<file path="src/rtl/ringosc_pkg.sv">
// ringosc_pkg: shared state encoding and default settle length for the ring oscillator frequency measurement controller
package ringosc_pkg;
  localparam int STATE_W = 3;
  localparam int SETTLE_CYC_DEF = 64;
  typedef enum logic [STATE_W-1:0] {IDLE, CLR, SETTLE, GATE, REPORT} state_t;
endpackage

</file>
<file path="src/rtl/ringosc_sync_edge.sv">
// ringosc_sync_edge: SYNC_STG-flop synchronizer plus rising-edge detect on async_in; clr masks the edge output (clk, rst, async_in, clr -> rise_pulse)
module ringosc_sync_edge #(
  parameter int SYNC_STG = 2
) (
  input  logic clk,
  input  logic rst,
  input  logic async_in,
  input  logic clr,
  output logic rise_pulse
);
  logic [SYNC_STG-1:0] sync_q;
  logic prev_q;
  always_ff @(posedge clk) begin
    if (rst) begin
      sync_q <= '0;
      prev_q <= 1'b0;
    end else begin
      sync_q <= {sync_q[SYNC_STG-2:0], async_in};
      prev_q <= sync_q[SYNC_STG-1];
    end
  end
  assign rise_pulse = sync_q[SYNC_STG-1] & ~prev_q & ~clr;
endmodule

</file>
<file path="src/rtl/ringosc_freq_meas_ctrl.sv">
// ringosc_freq_meas_ctrl: settles the ring, counts synchronized tap edges over a win_len-cycle gate and posts res_count/res_ovf with a valid/ack handshake
import ringosc_pkg::*;
module ringosc_freq_meas_ctrl #(
  parameter int CNT_W      = 16,
  parameter int WIN_W      = 20,
  parameter int SETTLE_CYC = SETTLE_CYC_DEF,
  parameter int SYNC_STG   = 2
) (
  input  logic             clk,
  input  logic             rst,
  input  logic             start,
  input  logic [WIN_W-1:0] win_len,
  input  logic             ring_tap,
  output logic             ring_en,
  output logic             div_rst,
  output logic             busy,
  output logic             res_valid,
  input  logic             res_ack,
  output logic [CNT_W-1:0] res_count,
  output logic             res_ovf
);
  state_t state, state_nx;
  logic [WIN_W-1:0] win_q, tmr;
  logic [CNT_W-1:0] edge_cnt;
  logic ovf, rise, clr, go;
  assign clr = state == CLR;
  assign go = state == IDLE && start && !res_valid;
  assign ring_en = state == SETTLE || state == GATE;
  assign div_rst = !ring_en;
  assign busy = state != IDLE;
  ringosc_sync_edge #(.SYNC_STG(SYNC_STG)) u_sync (
    .clk(clk),
    .rst(rst),
    .async_in(ring_tap),
    .clr(clr),
    .rise_pulse(rise)
  );
  always_comb begin
    state_nx = state;
    unique case (state)
      IDLE:    state_nx = go ? CLR : IDLE;
      CLR:     state_nx = SETTLE;
      SETTLE:  state_nx = tmr == '0 ? GATE : SETTLE;
      GATE:    state_nx = tmr == '0 ? REPORT : GATE;
      REPORT:  state_nx = IDLE;
      default: state_nx = IDLE;
    endcase
  end
  always_ff @(posedge clk) begin
    if (rst) begin
      state <= IDLE;
      win_q <= '0;
      tmr <= '0;
      edge_cnt <= '0;
      ovf <= 1'b0;
      res_valid <= 1'b0;
      res_count <= '0;
      res_ovf <= 1'b0;
    end else begin
      state <= state_nx;
      if (go) win_q <= win_len == '0 ? WIN_W'(1) : win_len;
      if (clr) tmr <= WIN_W'(SETTLE_CYC - 1);
      else if (state == SETTLE && tmr == '0) tmr <= win_q - WIN_W'(1);
      else if (ring_en) tmr <= tmr - WIN_W'(1);
      if (clr) begin
        edge_cnt <= '0;
        ovf <= 1'b0;
      end else if (state == GATE && rise) begin
        if (&edge_cnt) ovf <= 1'b1;
        else edge_cnt <= edge_cnt + CNT_W'(1);
      end
      if (state == REPORT) begin
        res_count <= edge_cnt;
        res_ovf <= ovf;
        res_valid <= 1'b1;
      end else if (res_valid && res_ack) res_valid <= 1'b0;
    end
  end
endmodule
</file>
<file path="config.mk">
export PLATFORM = sky130hd
export DESIGN_NAME = ringosc_freq_meas_ctrl
export DESIGN_NICKNAME = d
export VERILOG_FILES = /design/src/rtl/ringosc_pkg.sv /design/src/rtl/ringosc_sync_edge.sv /design/src/rtl/ringosc_freq_meas_ctrl.sv
export SDC_FILE = /design/constraint.sdc
export NUM_CORES = 1
export LEC_CHECK = 0
export BUFFER_PORTS_ARGS = -buffer_cell sky130_fd_sc_hd__buf_2
export CAP_MARGIN = 30
export CORE_MARGIN = 3
export CORE_UTILIZATION = 65
export CTS_BUF_LIST = sky130_fd_sc_hd__clkbuf_4
export DETAILED_ROUTE_END_ITERATION = 8
export PLACE_DENSITY = 0.94
export SLEW_MARGIN = 20
export SYNTH_ARGS = -nofsm -noshare
export SYNTH_HDL_FRONTEND = slang
export SYNTH_SLANG_ARGS = --single-unit
</file>
<file path="constraint.sdc">
create_clock -name clk -period 8.2 [get_ports clk]
set_input_delay 0.82 -clock clk [delete_from_list [all_inputs] [get_ports clk]]
set_output_delay 0.82 -clock clk [all_outputs]
set_load 0.03 [all_outputs]
</file>
==> flow_summary.yaml, run 1 <==
yosys:
  seq_area_frac_synth_pct: 41.4
  synth_top_family_by_area: "simple AND/OR/NAND/NOR gates"
  synth-simple-area-share_pct: 30.1
  post_synth_num_cell_types: 57
  ys.warnings.count: 0
  synthXorXnorAreaFrac_pct: 3.35
  synth-main-ff-cell: "dfxtp_1"
  syn_area_um2: 3920
  synth_edf_count: 0
  synth-async-reset-ratio_pct: 0
  ys_seq_elements: 81
  synth_mux_area_share_pct: 1.56
  synth_compound_area_share_pct: 20.1
  synth-adder-area-share_pct: 0.638
  synth_cells: 492
  syn-num-nets: 519
  postSynthAreaPerCell_um2: 7.97
placed_design:
  gp_congestion: 0.931
  numPortBuffers: 45
  place_inst: 587
  dp_hpwl_um: 7120
  place_ws_ns: 5.19
die:
  start_util_pct: 69.1
  dieArea_um2: 7000
  row_count: 27
  io_pins: 46
  core-area_um2: 5680
  die_h_um: 83.7
  die_w_um: 83.7
min_path:
  min_to: "res_count[9]"
  holdCritStartpoint: "res_count[9]"
  worstHoldPathCells: 2
  hold_class: "reg2reg"
final_layout:
  regArea_um2: 1620
  final_common_cell: "nand2_1"
  stdcell_count: 604
  antenna_cells: 0
  drive_above_1_share_pct: 14.8
  area_growth_pct: 10.7
  nNetsFinal: 554
  final_cell_mix: "nand2_1 (92), dfxtp_1 (81), a21oi_1 (59)"
  multi_input_area_um2: 2200
  final_core_util_pct: 76.5
  fillers: 403
clock_tree:
  cts_tree: "done"
  numClockSinks: 81
  clk_latency_ns: 0.45
  clk_path_buf_depth: 2
  postCtsResizedCells: 0
  clk_pin_slew_ns: 0.15
  post_cts_buffers: 0
  numCtsBuffers: 9
  hold_buffers: 0
  cts_max_level: 3
  cts-root-buf: "clkbuf_4"
timing:
  fin_skew_ns: 0.0157
  hold_violations: 0
  period_share_pct: 37.8
  final-setup-viol-count: 0
  tightest_slew_ns: 0.946
  timing.final.crit_period_ns: 3.10
  fin_tns_setup_ns: 0
  maxSlewHeadroom_pct: 36.9
  rsz0062_at_grt: "no"
  fmax_ghz: 0.323
  slew_violations: 0
  setup_ws_ns: 5.10
power_and_ir_drop:
  swShare_pct: 37.3
  ir_drop_mv: 0.157
  intPower_uw: 573
  power_frac_comb_pct: 26.3
  pwr_density_cell_nw_per_um2: 211
  p_sw_uw: 341
  pwr-share-seq_pct: 48.5
  clock_power_share_pct: 25.2
  p_leak_uw: 0.00162
routing:
  route.detailed.drc: 0
  via_count: 3958
  wl_per_cell_um: 17.1
  postRouteAntennaNets: 0
  first_pass_iters: 5
  drtIter0Drc: 281
  wl_um: 10300
  routed_via_density: 6.55
global_routing:
  grt_max_degree: 53
  grt_overflow_total: 0
  grt_usage_pct: 29.5
  grt_pass1_vias: 3623
  grt_pass1_wl_um: 17100
  grt_antenna_before_repair: 0
critical_path:
  ff2ff_setup_slack_ns: 5.12
  required_ns: 7.38
  r2r-start: "tmr[12]"
  reg2reg_depth: 11
  r2r_end: "tmr[12]"
  criticalPathCategory: "reg2out"
  worstSetupEndpointType: "output pin"
  critPathArrivalTime_ns: 2.28
  cp-start-kind: "flip-flop"
  crit_fanout: 29
outcome:
  status: "completed"
flow_run:
  cap_violations: 0
==> Yosys cell counts (all sizes together) (5+ instances only) <==
master	count	area share (%)
nand2	92	8.8
dfxtp	81	41
a21oi	59	7.5
nor2	44	4.2
clkbuf	23	2.2
nor3	20	2.8
o21ai	19	2.4
nand3	12	1.5
nor4	12	2.5
xor2	12	2.7
or3	11	1.8
a2111o	6	1.7
a311oi	6	1.5
a31oi	6	0.96
nand4	6	1.5
a21o	5	0.96
and2	5	0.80
and3	5	0.80
mux2i	5	1.3
==> state kept, by name (all words and copies together) (netlist names) <==
name,cells
tmr,20
res_ovf,1
u_sync.sync_q,2
res_valid,1
res_count,16
ovf,1
state,3
edge_cnt,16
win_q,20
u_sync.prev_q,1
==> logic make-up after synthesis <==
logic type,count (synthesis)
DFF,81
and+or+nand+nor,235
xor gates and xnor gates,15
buffers and inverters,29
muxes,6
AOI/OAI and AO/OA,124
adders and majority gates,2
==> area by class of cell <==
cell class,count,area share [%]
multi-input cells,382,50.6
flip-flops and latches,81,37.4
repair buffers,50,6.69
well taps,72,2.08
clock buffers,9,1.56
clock inverters,7,1.41
inverters,3,0.260
==> power groups by stage <==
stage	combinational [µW]	sequential, µW	clock (µW)
2_1_floorplan	179	441	0
5_1_grt	263	447	247
6_report	240	444	230
3_5_place_dp	231	451	0
4_1_cts	232	442	229
3_3_place_gp	222	449	0
==> metrics by stage <==
step	instance area (µm²)	power, µW	hold slack, ns
2_1_floorplan	3920	620	0.414
3_3_place_gp	4160	672	0.433
3_5_place_dp	4180	682	0.443
4_1_cts	4310	904	0.462
5_1_grt	4340	958	0.481
6_report	4340	914	0.461
==> how the worst max path moves through the flow <==
stage,startpoint,end,slack (ns)
final,state[2],div_rst,5.10
after detailed placement,tmr[12],tmr[12],5.19
after global placement,tmr[12],tmr[12],5.30
after global routing,tmr[12],tmr[12],4.91
after CTS,tmr[12],tmr[12],5.17
after floorplan,tmr[1],tmr[12],5.02
==> metal layers <==
metal	vias to the layer above	global-route usage, %	wire length [µm]
li1	1858	-	-
met1	1863	36.6	4190
met2	206	50.3	4970
met3	31	5.53	893
met4	0	12.3	289
met5	-	0	0
==> worst max-delay path: stages, from the launching register on <==
cell and delay [ns]:
dfxtp_1 0.56, nor2b_1 0.08, buf_4 0.19, inv_1 0.65, buf_2 0.33
No activity file was read; power rests on OpenSTA's default activity.
==> run 2, diff against run 1 <==
--- a/config.mk
+++ b/config.mk
@@ -8,10 +8,10 @@
 export BUFFER_PORTS_ARGS = -buffer_cell sky130_fd_sc_hd__buf_2
 export CAP_MARGIN = 30
 export CORE_MARGIN = 3
-export CORE_UTILIZATION = 65
+export CORE_UTILIZATION = 60
 export CTS_BUF_LIST = sky130_fd_sc_hd__clkbuf_4
 export DETAILED_ROUTE_END_ITERATION = 8
-export PLACE_DENSITY = 0.94
+export PLACE_DENSITY = 0.88
 export SLEW_MARGIN = 20
 export SYNTH_ARGS = -nofsm -noshare
 export SYNTH_HDL_FRONTEND = slang
==> constraint.sdc (replaced) <==
create_clock -name clk -period 3 [get_ports clk]
set_input_delay 0.3 -clock clk [delete_from_list [all_inputs] [get_ports clk]]
set_output_delay 0.3 -clock clk [all_outputs]
set_load 0.03 [all_outputs]
==> flow_summary.yaml, run 2 (same netlist as run 1, synthesis figures left out) <==
routing:
  via_count: 3866
  route.detailed.drc: 0
  drtIter0Drc: 370
  wl_per_cell_um: 16.7
  routed_via_density: 6.32
  postRouteAntennaNets: 0
  wl_um: 10200
  first_pass_iters: 6
critical_path:
  crit_family: "compound AO/OA/AOI/OAI gates"
  cp-start-kind: "flip-flop"
  worstSetupEndpointType: "flip-flop"
  required_ns: 3.37
  critPathSlowestCell: "dfxtp_1"
  critPathArrivalTime_ns: 3.17
  slowest_delay_ns: 0.45
  crit_fanout: 8
  criticalPathCategory: "reg2reg"
  crit_chain: "nor3_2, nand4_2, nor3_4, a21oi_1, ha_1, nand2_1, nor3_1, o211ai_1, buf_4, nand4b_1, a2111o_1, a31oi_1"
  path_buf_inv: 1
placed_design:
  dp_hpwl_um: 7250
  numPortBuffers: 45
  place_inst: 595
  gp_congestion: 1.01
final_layout:
  drive_above_1_share_pct: 16.4
  stdcell_count: 612
  antenna_cells: 0
  nNetsFinal: 560
  final_cell_mix: "nand2_1 (92), dfxtp_1 (78), a21oi_1 (59)"
  final_common_cell: "nand2_1"
  area_growth_pct: 12.2
  final_core_util_pct: 71.7
  reg_top3: "tmr (20), win_q (20)"
power_and_ir_drop:
  pwr_density_cell_nw_per_um2: 595
  p_leak_uw: 0.00165
  ir_drop_mv: 0.371
timing:
  slew_violations: 0
  hold_violations: 0
  fmax_ghz: 0.356
  fin_skew_ns: 0.0176
  period_share_pct: 93.6
  maxSlewHeadroom_pct: 58.8
  timing.final.crit_period_ns: 2.81
  final-setup-viol-count: 0
  tightest_slew_ns: 0.610
clock_tree:
  numCtsBuffers: 9
  numClockSinks: 81
  cts-root-buf: "clkbuf_4"
  clk_path_buf_depth: 2
  clk_pin_slew_ns: 0.13
  clk_latency_ns: 0.43
  cts_tree: "done"
  cts_max_level: 3
die:
  die_w_um: 86.8
  io_pins: 46
  start_util_pct: 63.9
  die_h_um: 86.8
  core-area_um2: 6130
  dieArea_um2: 7540
  row_count: 28
min_path:
  hold_class: "in2reg"
outcome:
  status: "completed"
global_routing:
  grt_usage_pct: 28.5
  grt_max_degree: 52
  grt_antenna_before_repair: 0
  grt_pass1_vias: 3687
  grt_pass1_wl_um: 17100
  grt_overflow_total: 0
flow_run:
  cap_violations: 0
## run 2: cell count changes in the layout (fill, tap and decap cells not counted), sizes merged
cell,delta
buf,+6
inv,-5
bufinv,+2
clkbuf,+1
clkinvlp,+1
## run 2: path summary, 6_finish.rpt
check	slack, ns	depth (start not counted)	endpoint	start
max	0.19	12	tmr[16]	tmr[4]
min	0.08	2	u_sync.sync_q[0]	ring_tap
max reg2reg	0.19	12	tmr[16]	tmr[4]
min reg2reg	0.46	2	res_count[9]	res_count[9]
## run 2: per-stage QoR
step                      setup WS [ns]  hold slack (ns)  setup TNS [ns]  cell area (µm²)  power [µW]
final                             0.193           0.0790               0             4400        2610
after floorplan                  0.0147            0.414               0             3930        1700
after global routing            -0.0143           0.0777         -0.0143             4400        2730
after global placement            0.388            0.431               0             4220        1850
after detailed placement          0.238            0.435               0             4220        1870
after CTS                         0.215           0.0724               0             4370        2570
## run 2: metal layers
metal	vias to the layer above	routed length, µm	GRT usage [%]
met3	45	786	5.42
li1	1854	-	-
met4	0	325	12.7
met1	1782	4140	35.3
met5	-	0	0
met2	185	4950	47.9
## run 2: layout make-up
type / count / area (µm²)
fill: 428 / 1730
timing repair buffer: 56 / 308
multi-input combinational: 382 / 2200
tap: 75 / 93.8
sequential: 81 / 1630
clock inverter: 5 / 81.3
inverter: 3 / 11.3
clock buffer: 10 / 75.1
## run 2: worst reg2reg max path: cells and delay by family (launching register included)
family | cells | cell delay (ns)
AOI/OAI and AO/OA | 4 | 0.96
DFF | 1 | 0.45
adders and majority gates | 1 | 0.25
buffers and inverters | 1 | 0.20
and+or+nand+nor | 6 | 0.88
## run 2: timing repair
item	4_1_cts	5_1_grt
hold buffers	0	0
resized for setup	0	4
endpoints found under the setup margin	0	5
buffers inserted	0	2
## run 2: report_power, final
group / total, µW / leakage, µW / switching [µW] / internal, µW
Sequential: 1220 / 0.000659 / 81.0 / 1130
Clock: 718 / 0.0000824 / 374 / 343
Combinational: 682 / 0.000912 / 423 / 259
==> run 3, diff against run 2 <==
--- a/config.mk
+++ b/config.mk
@@ -8,10 +8,10 @@
 export BUFFER_PORTS_ARGS = -buffer_cell sky130_fd_sc_hd__buf_2
 export CAP_MARGIN = 30
 export CORE_MARGIN = 3
-export CORE_UTILIZATION = 60
-export CTS_BUF_LIST = sky130_fd_sc_hd__clkbuf_4
+export CORE_UTILIZATION = 58
+export CTS_BUF_LIST = sky130_fd_sc_hd__clkbuf_4 sky130_fd_sc_hd__clkbuf_8 sky130_fd_sc_hd__clkbuf_16
 export DETAILED_ROUTE_END_ITERATION = 8
-export PLACE_DENSITY = 0.88
+export PLACE_DENSITY = 0.85
 export SLEW_MARGIN = 20
 export SYNTH_ARGS = -nofsm -noshare
 export SYNTH_HDL_FRONTEND = slang
==> flow_summary.yaml, run 3 (same netlist as run 1, synthesis figures left out) <==
final_layout:
  final_cell_mix: "nand2_1 (92), dfxtp_1 (78), a21oi_1 (59)"
  final_common_cell: "nand2_1"
  area_growth_pct: 13.8
  reg_top3: "tmr (20), win_q (20)"
  antenna_cells: 0
  drive_above_1_share_pct: 16.5
  fin_area_um2: 4460
  fillers: 528
  nNetsFinal: 561
  final_core_util_pct: 69.0
routing:
  met1_length_um: 4210
  drtIter0Drc: 328
  wl_met2_um: 5240
  routed_via_density: 6.14
  first_pass_iters: 5
  route.detailed.drc: 0
  wl_per_cell_um: 16.6
  via_count: 3779
  met3WireLength_um: 601
  top_layer: "met4"
  postRouteAntennaNets: 0
  wl_um: 10200
placed_design:
  numPortBuffers: 45
  dp_hpwl_um: 7470
  place_ws_ns: 0.231
  placed_area_um2: 4240
  gp_congestion: 0.940
die:
  dieArea_um2: 7780
  row_count: 29
  io_pins: 46
  die_w_um: 88.2
  die_h_um: 88.2
  core-area_um2: 6460
  start_util_pct: 60.7
timing:
  slew_violations: 0
  period_share_pct: 91.4
  fin_tns_setup_ns: 0
  final-setup-viol-count: 0
  timing.final.crit_period_ns: 2.74
  fmax_ghz: 0.365
  setup_ws_ns: 0.259
  maxSlewHeadroom_pct: 56.7
  hold_violations: 0
  fin_skew_ns: 0.0143
  tightest_slew_ns: 0.648
  rsz0062_at_grt: "no"
global_routing:
  grt_pass1_wl_um: 17000
  grt_usage_pct: 27.8
  grt_overflow_total: 0
  grt_antenna_before_repair: 0
  grt_pass1_vias: 3510
  grt_max_degree: 52
power_and_ir_drop:
  p_leak_uw: 0.00168
  ir_drop_mv: 0.368
  pwr_density_cell_nw_per_um2: 618
min_path:
  hold_class: "in2reg"
  worstHoldPathCells: 2
critical_path:
  critPathArrivalTime_ns: 3.03
  critPathSlowestCell: "a2111o_1"
  slowest_delay_ns: 0.42
  cp_common_cell: "nand2_1"
  path_buf_inv: 1
  worstSetupEndpointType: "flip-flop"
  required_ns: 3.29
  reg2reg_depth: 12
  crit_fanout: 9
  worstSetupPathDepth: 12
  criticalPathCategory: "reg2reg"
  crit_chain: "nor3b_2, nand2_1, nor3_2, a21oi_1, ha_1, nand2_1, nor3_1, o211ai_1, buf_4, nand4b_1, a2111o_1, a31oi_1"
  cp-start-kind: "flip-flop"
  crit_family: "simple AND/OR/NAND/NOR gates"
clock_tree:
  cts-root-buf: "clkbuf_8"
  clk_path_buf_depth: 2
  cts_max_level: 3
  cts_tree: "done"
  clk_latency_ns: 0.36
  numCtsBuffers: 9
  clk_pin_slew_ns: 0.09
  numClockSinks: 81
flow_run:
  cap_violations: 0
outcome:
  status: "completed"
[run 3: cell count changes in the layout (fill, tap and decap cells not counted)]
cell,previous run,this run
clkbuf_4,10,0
clkinv_4,1,0
inv_6,0,2
clkbuf_8,0,9
nor3_4,1,0
buf_4,11,12
nor3_2,2,3
[run 3: final timing paths]
path | from | end | slack (ns)
min reg2reg | res_count[3] | res_count[3] | 0.45
max reg2reg | state[1] | tmr[16] | 0.26
max | state[1] | tmr[16] | 0.26
min | ring_tap | u_sync.sync_q[0] | 0.18
[run 3: report_power, final]
part / switching, µW / internal, µW
registers: 79.9 / 1130
logic: 410 / 259
clock network: 407 / 468
[run 3: worst reg2reg max path: cells and delay by family (launching register included)]
kind / cells / cell delay, ns
AO/OA/AOI/OAI: 4 / 0.93
adder cells (fa/ha/maj): 1 / 0.25
buffers and inverters: 1 / 0.20
flip-flops: 1 / 0.38
AND/OR/NAND/NOR: 6 / 0.93
[run 3: repair_timing]
action | in CTS | in global routing
resized for setup | 0 | 3
setup buffers | 0 | 0
hold buffers | 0 | 0
endpoints found under the setup margin | 0 | 1
[run 3: metrics by stage]
stage / instances / hold slack (ns) / power (µW)
after floorplan: 492 / 0.414 / 1700
after global placement: 600 / 0.438 / 1870
after detailed placement: 600 / 0.427 / 1890
after CTS: 615 / 0.168 / 2760
after global routing: 615 / 0.173 / 2900
final: 615 / 0.176 / 2760
[run 3: metal layers]
layer,global-route usage [%],vias up
met2,47.8,122
met5,0,-
li1,-,1851
met3,7.26,20
met1,34.4,1786
met4,7.69,0
[run 3: area by class of cell]
| cell class | instances | area [µm²] | share of cell area, % |
|---|---|---|---|
| clock buffers | 9 | 124 | 2.78 |
| clock inverters | 6 | 90.1 | 2.02 |
| inverters | 3 | 11.3 | 0.253 |
| multi-input cells | 382 | 2200 | 49.3 |
| flip-flops and latches | 81 | 1630 | 36.4 |
| well taps | 77 | 96.3 | 2.16 |
| repair buffers | 57 | 315 | 7.07 |
